<file path="src/rtl/psum_out_stage.sv">
// psum_out_stage
//   Output stage behind the path stage. Accepts one vector of PEROW partial
//   sums (plus its config word) per rdy/ack transfer into a 2-entry buffer.
//   Each element is post-processed (arithmetic right shift with round-half-up,
//   optional ReLU, saturation to OUTDW), and the elements are sent one per
//   transfer onto the output-buffer write bus.
//
// Ports
//   i_clk, i_rst      clock, asynchronous active-high reset
//   i_PS_rdy/o_PS_ack input vector handshake
//   i_Psum_PS         PEROW x PSUMDWD psum vector, element k at [k*PSUMDWD +: PSUMDWD]
//   i_psconf_PS       config word: [SHW+1]=last, [SHW]=relu, [SHW-1:0]=shamt
//   i_flush           synchronous drop of all buffered data
//   o_OUT_rdy/i_OUT_ack output element handshake
//   o_OUT_data        post-processed element (unsigned if relu, else signed)
//   o_OUT_idx         element index within its vector
//   o_OUT_last        last element of a vector flagged last
//   o_busy            buffer non-empty
module psum_out_stage #(
    parameter int PEROW   = 4,
    parameter int PSUMDWD = 16,
    parameter int OUTDW   = 8,
    parameter int SHW     = 4,
    localparam int IDXW   = $clog2(PEROW),
    localparam int CFGW   = SHW + 2
) (
    input  logic                     i_clk,
    input  logic                     i_rst,
    input  logic                     i_PS_rdy,
    output logic                     o_PS_ack,
    input  logic [PEROW*PSUMDWD-1:0] i_Psum_PS,
    input  logic [CFGW-1:0]          i_psconf_PS,
    input  logic                     i_flush,
    output logic                     o_OUT_rdy,
    input  logic                     i_OUT_ack,
    output logic [OUTDW-1:0]         o_OUT_data,
    output logic [IDXW-1:0]          o_OUT_idx,
    output logic                     o_OUT_last,
    output logic                     o_busy
);

    localparam logic [IDXW-1:0] IDX_LAST = IDXW'(PEROW - 1);
    // Saturation bounds at the PSUMDWD+1 working width.
    localparam logic signed [PSUMDWD:0] SAT_UMAX = (PSUMDWD+1)'((1 << OUTDW) - 1);
    localparam logic signed [PSUMDWD:0] SAT_SMAX = (PSUMDWD+1)'((1 << (OUTDW - 1)) - 1);
    localparam logic signed [PSUMDWD:0] SAT_SMIN = (PSUMDWD+1)'(-(1 << (OUTDW - 1)));

    function automatic logic [OUTDW-1:0] post_proc(
        input logic [PSUMDWD-1:0] x,
        input logic [SHW-1:0]     sh,
        input logic               relu
    );
        logic signed [PSUMDWD:0] ext, rnd, y;
        // One extra bit keeps the rounding add from overflowing.
        ext = $signed({x[PSUMDWD-1], x});
        rnd = '0;
        if (sh == '0) begin
            y = ext;
        end else begin
            rnd = {{PSUMDWD{1'b0}}, 1'b1} << (sh - 1'b1);
            y   = (ext + rnd) >>> sh;
        end
        if (relu) begin
            if (y < 0)             y = '0;
            else if (y > SAT_UMAX) y = SAT_UMAX;
        end else begin
            if (y > SAT_SMAX)      y = SAT_SMAX;
            else if (y < SAT_SMIN) y = SAT_SMIN;
        end
        return y[OUTDW-1:0];
    endfunction

    logic [1:0][PEROW-1:0][PSUMDWD-1:0] mem_q, mem_d;
    logic [1:0][CFGW-1:0]               cfg_q, cfg_d;
    logic                               wr_ptr_q, wr_ptr_d;
    logic                               rd_ptr_q, rd_ptr_d;
    logic [1:0]                         count_q, count_d;
    logic [IDXW-1:0]                    idx_q, idx_d;
    logic [OUTDW-1:0]                   data_q, data_d;
    logic                               last_q, last_d;
    logic [CFGW-1:0]                    sel_cfg;
    logic                               push, out_xfer, pop;

    assign o_PS_ack  = (count_q < 2'd2) && !i_flush;
    assign o_OUT_rdy = (count_q != 2'd0);
    assign o_busy    = (count_q != 2'd0);
    assign o_OUT_data = data_q;
    assign o_OUT_idx  = idx_q;
    assign o_OUT_last = last_q;

    assign push     = i_PS_rdy && o_PS_ack;
    assign out_xfer = o_OUT_rdy && i_OUT_ack;
    assign pop      = out_xfer && (idx_q == IDX_LAST);

    always_comb begin
        mem_d    = mem_q;
        cfg_d    = cfg_q;
        wr_ptr_d = wr_ptr_q;
        rd_ptr_d = rd_ptr_q;
        idx_d    = idx_q;
        count_d  = count_q;

        if (push) begin
            mem_d[wr_ptr_q] = i_Psum_PS;
            cfg_d[wr_ptr_q] = i_psconf_PS;
            wr_ptr_d        = ~wr_ptr_q;
        end
        if (pop) begin
            rd_ptr_d = ~rd_ptr_q;
            idx_d    = '0;
        end else if (out_xfer) begin
            idx_d = idx_q + 1'b1;
        end
        case ({push, pop})
            2'b10:   count_d = count_q + 2'd1;
            2'b01:   count_d = count_q - 2'd1;
            default: count_d = count_q;
        endcase
        if (i_flush) begin
            count_d  = '0;
            wr_ptr_d = 1'b0;
            rd_ptr_d = 1'b0;
            idx_d    = '0;
        end

        // Outputs are computed from the next-state view so the element is
        // already registered the cycle o_OUT_rdy rises (covers the push into
        // an empty buffer: the new vector is visible through mem_d).
        sel_cfg = cfg_d[rd_ptr_d];
        data_d  = '0;
        last_d  = 1'b0;
        if (count_d != 2'd0) begin
            data_d = post_proc(mem_d[rd_ptr_d][idx_d], sel_cfg[SHW-1:0], sel_cfg[SHW]);
            last_d = sel_cfg[SHW+1] && (idx_d == IDX_LAST);
        end
    end

    always_ff @(posedge i_clk or posedge i_rst) begin
        if (i_rst) begin
            mem_q    <= '0;
            cfg_q    <= '0;
            wr_ptr_q <= 1'b0;
            rd_ptr_q <= 1'b0;
            count_q  <= '0;
            idx_q    <= '0;
            data_q   <= '0;
            last_q   <= 1'b0;
        end else begin
            mem_q    <= mem_d;
            cfg_q    <= cfg_d;
            wr_ptr_q <= wr_ptr_d;
            rd_ptr_q <= rd_ptr_d;
            count_q  <= count_d;
            idx_q    <= idx_d;
            data_q   <= data_d;
            last_q   <= last_d;
        end
    end

endmodule

</file>
<file path="config.mk">
export PLATFORM = sky130hd
export DESIGN_NAME = psum_out_stage
export DESIGN_NICKNAME = d
export VERILOG_FILES = /design/src/rtl/psum_out_stage.sv
export SDC_FILE = /design/constraint.sdc
export NUM_CORES = 1
export LEC_CHECK = 0
export CAP_MARGIN = 10
export CORE_AREA = 2 2 137 139
export DETAILED_ROUTE_END_ITERATION = 8
export DIE_AREA = 0 0 139 141
export GPL_ROUTABILITY_DRIVEN = 1
export PLACE_DENSITY = 0.84
export SLEW_MARGIN = 20
export SYNTH_ARGS = -nofsm -noshare
export SYNTH_HDL_FRONTEND = slang
export SYNTH_SLANG_ARGS = --single-unit
export TNS_END_PERCENT = 100
</file>
<file path="constraint.sdc">
create_clock -name i_clk -period 10.2 [get_ports i_clk]
set_input_delay 2.04 -clock i_clk [delete_from_list [all_inputs] [get_ports i_clk]]
set_output_delay 2.04 -clock i_clk [all_outputs]
set_load 0.005 [all_outputs]
</file>
==> metrics.yaml, run 1 <==
critical_path:
  cp-end-kind: "flop"
  crit_path_max_fanout: 34
  crit_slowest_cell: "clkdlybuf4s50_1"
  max_stage_delay_ps: 650
  criticalPathCategory: "in -> reg"
  r2r_cells: 19
  path_cells: "clkdlybuf4s50_1 -> or3b_1 -> mux2_4 -> inv_2 -> mux4_2 -> nor2_1 -> a31oi_1 -> ha_1 -> fa_1 -> a21o_1 -> a221oi_1 -> nor3_1 -> o21ai_0 -> and4_1 -> a311oi_1 -> o311ai_2 -> o2111ai_1 -> o41ai_4 -> a21oi_1"
  start_kind: "input pin"
  worstPathArrival_ps: 8530
  worstPathRequired_ps: 10500
global_route:
  antenna_found_initial: 0
  grt_pass1_wl_um: 43600
  grt_pass1_vias: 8438
  grt-ovfl-total: 0
  grt_use_total_pct: 27.8
  grt_start_max_net_pins: 98
power_and_ir_drop:
  irDropWorstVdd_uv: 137
  powerDensity_mw_per_mm2: 214
  p_leak_uw: 0.00498
layout:
  layout-drive-gt1-share_pct: 17.4
  area_growth_pct: 15.9
  diodes: 0
  seqCellArea_mm2: 0.00388
  multiInputGateArea_mm2: 0.00555
  stdcell_count: 1324
  num-fill-cells: 1497
  finalNetCount: 1171
  final_cell_mix: "nand2_1 (193), dfrtp_1 (155), mux2_2 (92)"
  layout_commonest_cell: "nand2_1"
cts:
  clkSinkCount: 155
  cts_hold_buf: 0
  post_cts_resized: 0
  clockBufferDepth: 2
  clk_pin_slew_ps: 70
  cts_tree: "built"
  numCtsBuffers: 17
  cts_setup_buffers: 0
  h-tree-depth: 4
  clk_latency_ps: 440
  cts-root-buf: "clkbuf_16"
yosys:
  synth_area_per_cell_um2: 9.66
  yosys-top-cells-area: "dfrtp_1 (39%), mux2_2 (11%), nand2_1 (7.4%)"
  synth-edff-count: 0
  yosysTopAreaCell: "dfrtp_1"
  ys_types: 84
  yosysSeqAreaShare_pct: 39.4
  async_flop_share_pct: 100
  syn_inst: 1019
  syn_nets: 1113
  synth_ff_type: "dfrtp_1"
  yosys_warnings: 0
  syn-cell-area_mm2: 0.00984
  yosys_register_bits: 155
  synth_top_area_share_pct: 39.4
route:
  firstDrtPassIters: 8
  wl_met3_um: 1970
  ant_nets: 0
  wl_met2_um: 12600
  viasPerCell: 6.27
  met1_length_um: 11100
  maxUsedRoutingLayer: "met4"
  num_vias: 8301
  drt_wl_total_um: 26700
  drt_iter0_drc: 793
  drc_errors: 0
  wl_per_cell_um: 20.2
place:
  dp.cells: 1292
  dp.final_hpwl_um: 18300
  place_congestion: 0.943
  portBuffers: 88
run_status:
  status: "complete, no violations"
floorplanning:
  die_area_mm2: 0.0196
  rows: 50
  fp.dieH_um: 141
  start_util_pct: 53.9
  die_width_um: 139
  coreArea_mm2: 0.0183
  ios: 89
sta:
  final.setup.tns_ps: 0
  fin_crit_ps: 8230
  hold_viol_final: 0
  rsz0062_at_grt: "false"
  period_share_pct: 80.7
  max_freq_mhz: 121
  relSlewSlack_pct: 42.7
  final.setup_skew_ps: 16.9
  drv_slew: 0
  setup_viol: 0
  holdWs_ps: 478
  tightestPinTransition_ps: 860
min_path:
  hold_depth: 2
  hp-class: "reg -> reg"
flow_run:
  maxCapViolations: 0
==> cell type report <==
| class | count | share of cell area (%) |
|---|---|---|
| Multi-Input combinational cell | 780 | 48.6 |
| Sequential cell | 155 | 34.0 |
| Timing Repair Buffer | 105 | 8.84 |
| Clock buffer | 17 | 3.73 |
| Tap cell | 234 | 2.57 |
| Clock inverter | 15 | 1.57 |
| Inverter | 18 | 0.636 |
==> routing by layer <==
metal / vias up / GRT usage, %
li1: 3795 / -
met1: 4036 / 36.9
met2: 396 / 45.2
met3: 74 / 5.10
met4: 0 / 11.8
met5: - / 0
==> sequential cells by signal, summed over array words and instances, names as in the netlist <==
name / cells
o_OUT_data: 8
rd_ptr_q: 1
o_OUT_idx: 2
cfg_q: 12
count_q: 2
mem_q: 128
o_OUT_last: 1
wr_ptr_q: 1
==> final timing paths <==
kind	slack, ps	endpoint	start
max in group asynchronous	6700	wr_ptr_q	i_rst
worst min-delay path	480	mem_q[86]	mem_q[86]
min in group asynchronous	2170	mem_q[118]	i_rst
worst min register to register	480	mem_q[86]	mem_q[86]
worst max-delay path	1970	o_OUT_data[5]	i_flush
worst max register to register	3610	o_OUT_data[5]	o_OUT_idx[0]
==> cell families after synthesis <==
| group | count (synthesis) | synth area share [%] |
|---|---|---|
| buffers and inverters | 84 | 4.45 |
| xor gates and xnor gates | 15 | 1.56 |
| and+or+nand+nor | 378 | 17.1 |
| DFF | 155 | 39.4 |
| adders and majority gates | 19 | 2.49 |
| AOI/OAI and AO/OA | 210 | 16.3 |
| muxes | 158 | 18.7 |
==> power breakdown <==
part | total, uW | leakage, uW | internal [uW] | switching, uW
clock | 661 | 0.000296 | 371 | 291
sequential | 840 | 0.00189 | 772 | 67.6
combinational | 938 | 0.00279 | 403 | 534
total | 2440 | 0.00498 | 1550 | 893
==> Yosys cell counts, drive strengths merged (11+ instances only) <==
master and number:
nand2 193, dfrtp 155, mux2 94, nor2 83, mux2i 56, buf 44
a21oi 37, o21ai 30, clkbuf 22, ha 18, inv 18, nor3 18
o211ai 15, nand3 14, a211oi 13, or3 13, a21o 12, nand2b 12
xnor2 11
==> metrics by stage <==
step	setup slack [ps]	total power [uW]	cell area (um2)	util, %
floorplan	2980	1520	9840	-
finish	1970	2440	11400	62.4
global placement	1830	1740	10800	59.1
detailed placement	1620	1760	10800	59.1
global route	1530	2580	11400	62.4
CTS	2020	2430	11400	62.4
==> worst max-delay path, delay by kind of cell <==
kind,cells,cell delay [ps]
AND/OR/NAND/NOR,4,990
multiplexers,2,820
AO/OA/AOI/OAI,9,2650
adder cells (fa/ha/maj),2,720
buffers and inverters,2,1290
(Power assumes the default switching activity.)
==> run 2, diff against run 1 <==
==> constraint.sdc (replaced) <==
create_clock -name i_clk -period 8.6 [get_ports i_clk]
set_input_delay 1.72 -clock i_clk [delete_from_list [all_inputs] [get_ports i_clk]]
set_output_delay 1.72 -clock i_clk [all_outputs]
set_load 0.005 [all_outputs]
==> run 2 against run 1 <==
Critical path type unchanged. Critical endpoint is now o_OUT_data[0]. Final area up 0.58%. Combinational power grew 20%. Largest power group unchanged. Wire length rose by 1.9%. Hold slack lost 4.5 ps. Non-clock buffer count increased by 11. Largest cell class unchanged. Clock power increased by 10%. Flip-flop and latch count is the same. Count of clock-buffer cells in the layout grew 3. Global-route usage is 0.42 points higher. Total power increased by 17%.
==> metrics.yaml, run 2 (synthesis results as in run 1) <==
run_status:
  status: "complete, no violations"
place:
  portBuffers: 88
  place_congestion: 0.953
  placed_cell_area_mm2: 0.0109
  dp.final_hpwl_um: 19100
power_and_ir_drop:
  irDropWorstVdd_uv: 200
  p_leak_uw: 0.00500
  pwr-share-seq_pct: 34.9
  powerDensity_mw_per_mm2: 248
  switching_power_uw: 1040
  p_sw_share_pct: 36.4
  power_frac_clock_pct: 25.5
  pwr-share-comb_pct: 39.5
  internal_power_uw: 1810
layout:
  final_cell_mix: "nand2_1 (193), dfrtp_1 (155), mux2_2 (92)"
  largest_register_ffs: 128
  finalNetCount: 1182
  top_register: "mem_q"
  area_growth_pct: 16.5
  design_area_mm2: 0.0115
  layout-drive-gt1-share_pct: 18.1
  diodes: 0
  layout_commonest_cell: "nand2_1"
floorplanning:
  start_util_pct: 53.9
  fp.dieH_um: 141
  ios: 89
  rows: 50
  die_area_mm2: 0.0196
  die_width_um: 139
  coreArea_mm2: 0.0183
critical_path:
  r2r_start: "o_OUT_idx[0]"
  crit_family: "compound AO/OA/AOI/OAI gates"
  worstPathRequired_ps: 8890
  crit_path_max_fanout: 22
  cp-end-kind: "flop"
  max_stage_delay_ps: 660
  worstPathArrival_ps: 7870
  path_buf_inv: 3
  path_cells: "clkdlybuf4s50_1 -> or3b_1 -> mux2_4 -> inv_2 -> buf_4 -> mux4_2 -> mux2i_1 -> ha_1 -> a211oi_1 -> o21bai_1 -> or4_1 -> and4_1 -> mux2i_4 -> a311oi_1 -> o311ai_2 -> o2111ai_1 -> o41ai_4 -> a31oi_1"
  crit_slowest_cell: "clkdlybuf4s50_1"
  critPathLaunch: "i_flush"
  start_kind: "input pin"
  criticalPathCategory: "in -> reg"
route:
  drt_iter0_drc: 634
  ant_nets: 0
  wl_per_cell_um: 20.4
  viasPerCell: 6.29
  drc_errors: 0
  firstDrtPassIters: 5
  num_vias: 8400
  drt_wl_total_um: 27200
sta:
  fin_crit_ps: 7580
  drv_slew: 0
  tightestPinTransition_ps: 868
  final.setup.tns_ps: 0
  max_freq_mhz: 132
  final.setup_skew_ps: 15.2
  hold_viol_final: 0
  rsz0062_at_grt: "false"
  setup_viol: 0
  period_share_pct: 88.1
  relSlewSlack_pct: 42.2
cts:
  clk_latency_ps: 430
  cts_hold_buf: 0
  numCtsBuffers: 17
  cts-root-buf: "clkbuf_16"
  clk_pin_slew_ps: 70
  post_cts_resized: 0
  clockBufferDepth: 2
  cts_setup_buffers: 0
  h-tree-depth: 4
  clkSinkCount: 155
  cts_tree: "built"
global_route:
  grt_pass1_wl_um: 44200
  grt-ovfl-total: 0
  grt_use_total_pct: 28.2
  antenna_found_initial: 0
  grt_pass1_vias: 8415
  grt_start_max_net_pins: 100
min_path:
  hp-class: "reg -> reg"
  min_from: "mem_q[68]"
flow_run:
  maxCapViolations: 0
[run 2: changes by cell type in the layout (fill, tap and decap cells not counted)]
| cell | delta |
|---|---|
| buf_12 | +2 |
| buf_4 | +9 |
| clkbuf_8 | +1 |
| clkbuf_1 | +2 |
| clkinvlp_4 | +4 |
| inv_8 | -4 |
| bufinv_16 | -1 |
| inv_6 | -2 |
[run 2: worst paths after layout]
check,slack (ps),to,cells past startpoint
worst min register to register,470,mem_q[68],2
worst min-delay path,470,mem_q[68],2
worst max-delay path,1020,o_OUT_data[0],18
max in group asynchronous,5450,mem_q[92],3
min in group asynchronous,1860,mem_q[38],2
worst max register to register,2320,o_OUT_data[0],18
[run 2: layout make-up]
type / instances / area [um2]
fill: 1465 / 6800
multi-input combinational: 780 / 5550
sequential: 155 / 3880
timing repair buffer: 116 / 1120
clock buffer: 20 / 447
tap: 234 / 293
clock inverter: 12 / 116
inverter: 18 / 72.6
[run 2: stage by stage]
step           std cells  util (%)  setup slack, ps  hold WS (ps)  total power [uW]
6_report            1335      62.8             1020           473              2850
5_1_grt             1335      62.8              540           495              3010
4_1_cts             1335      62.8             1090           475              2840
3_5_place_dp        1303      59.7              661           456              2110
3_3_place_gp        1303      59.7              826           448              2080
2_1_floorplan       1019         -             1700           436              1810
[run 2: tightest hold or removal path, cell delays in order (launching register included)]
cell and delay, ps:
dfrtp_1 320, nand2_1 50, nand2_1 70
[run 2: power groups by stage]
stage	Clock (uW)	Combinational (uW)	Sequential (uW)
after floorplan	0	823	983
after global placement	0	1080	997
after detailed placement	0	1100	1010
after CTS	732	1110	995
after global routing	761	1230	1020
final	728	1130	996
[run 2: per-layer routing]
layer / vias up / GRT usage, % / share of wire [%]
met5: - / 0 / 0
met4: 0 / 9.89 / 2.5
met3: 59 / 4.82 / 6.1
met2: 370 / 46.9 / 48
met1: 4146 / 37.8 / 43
li1: 3825 / - / -
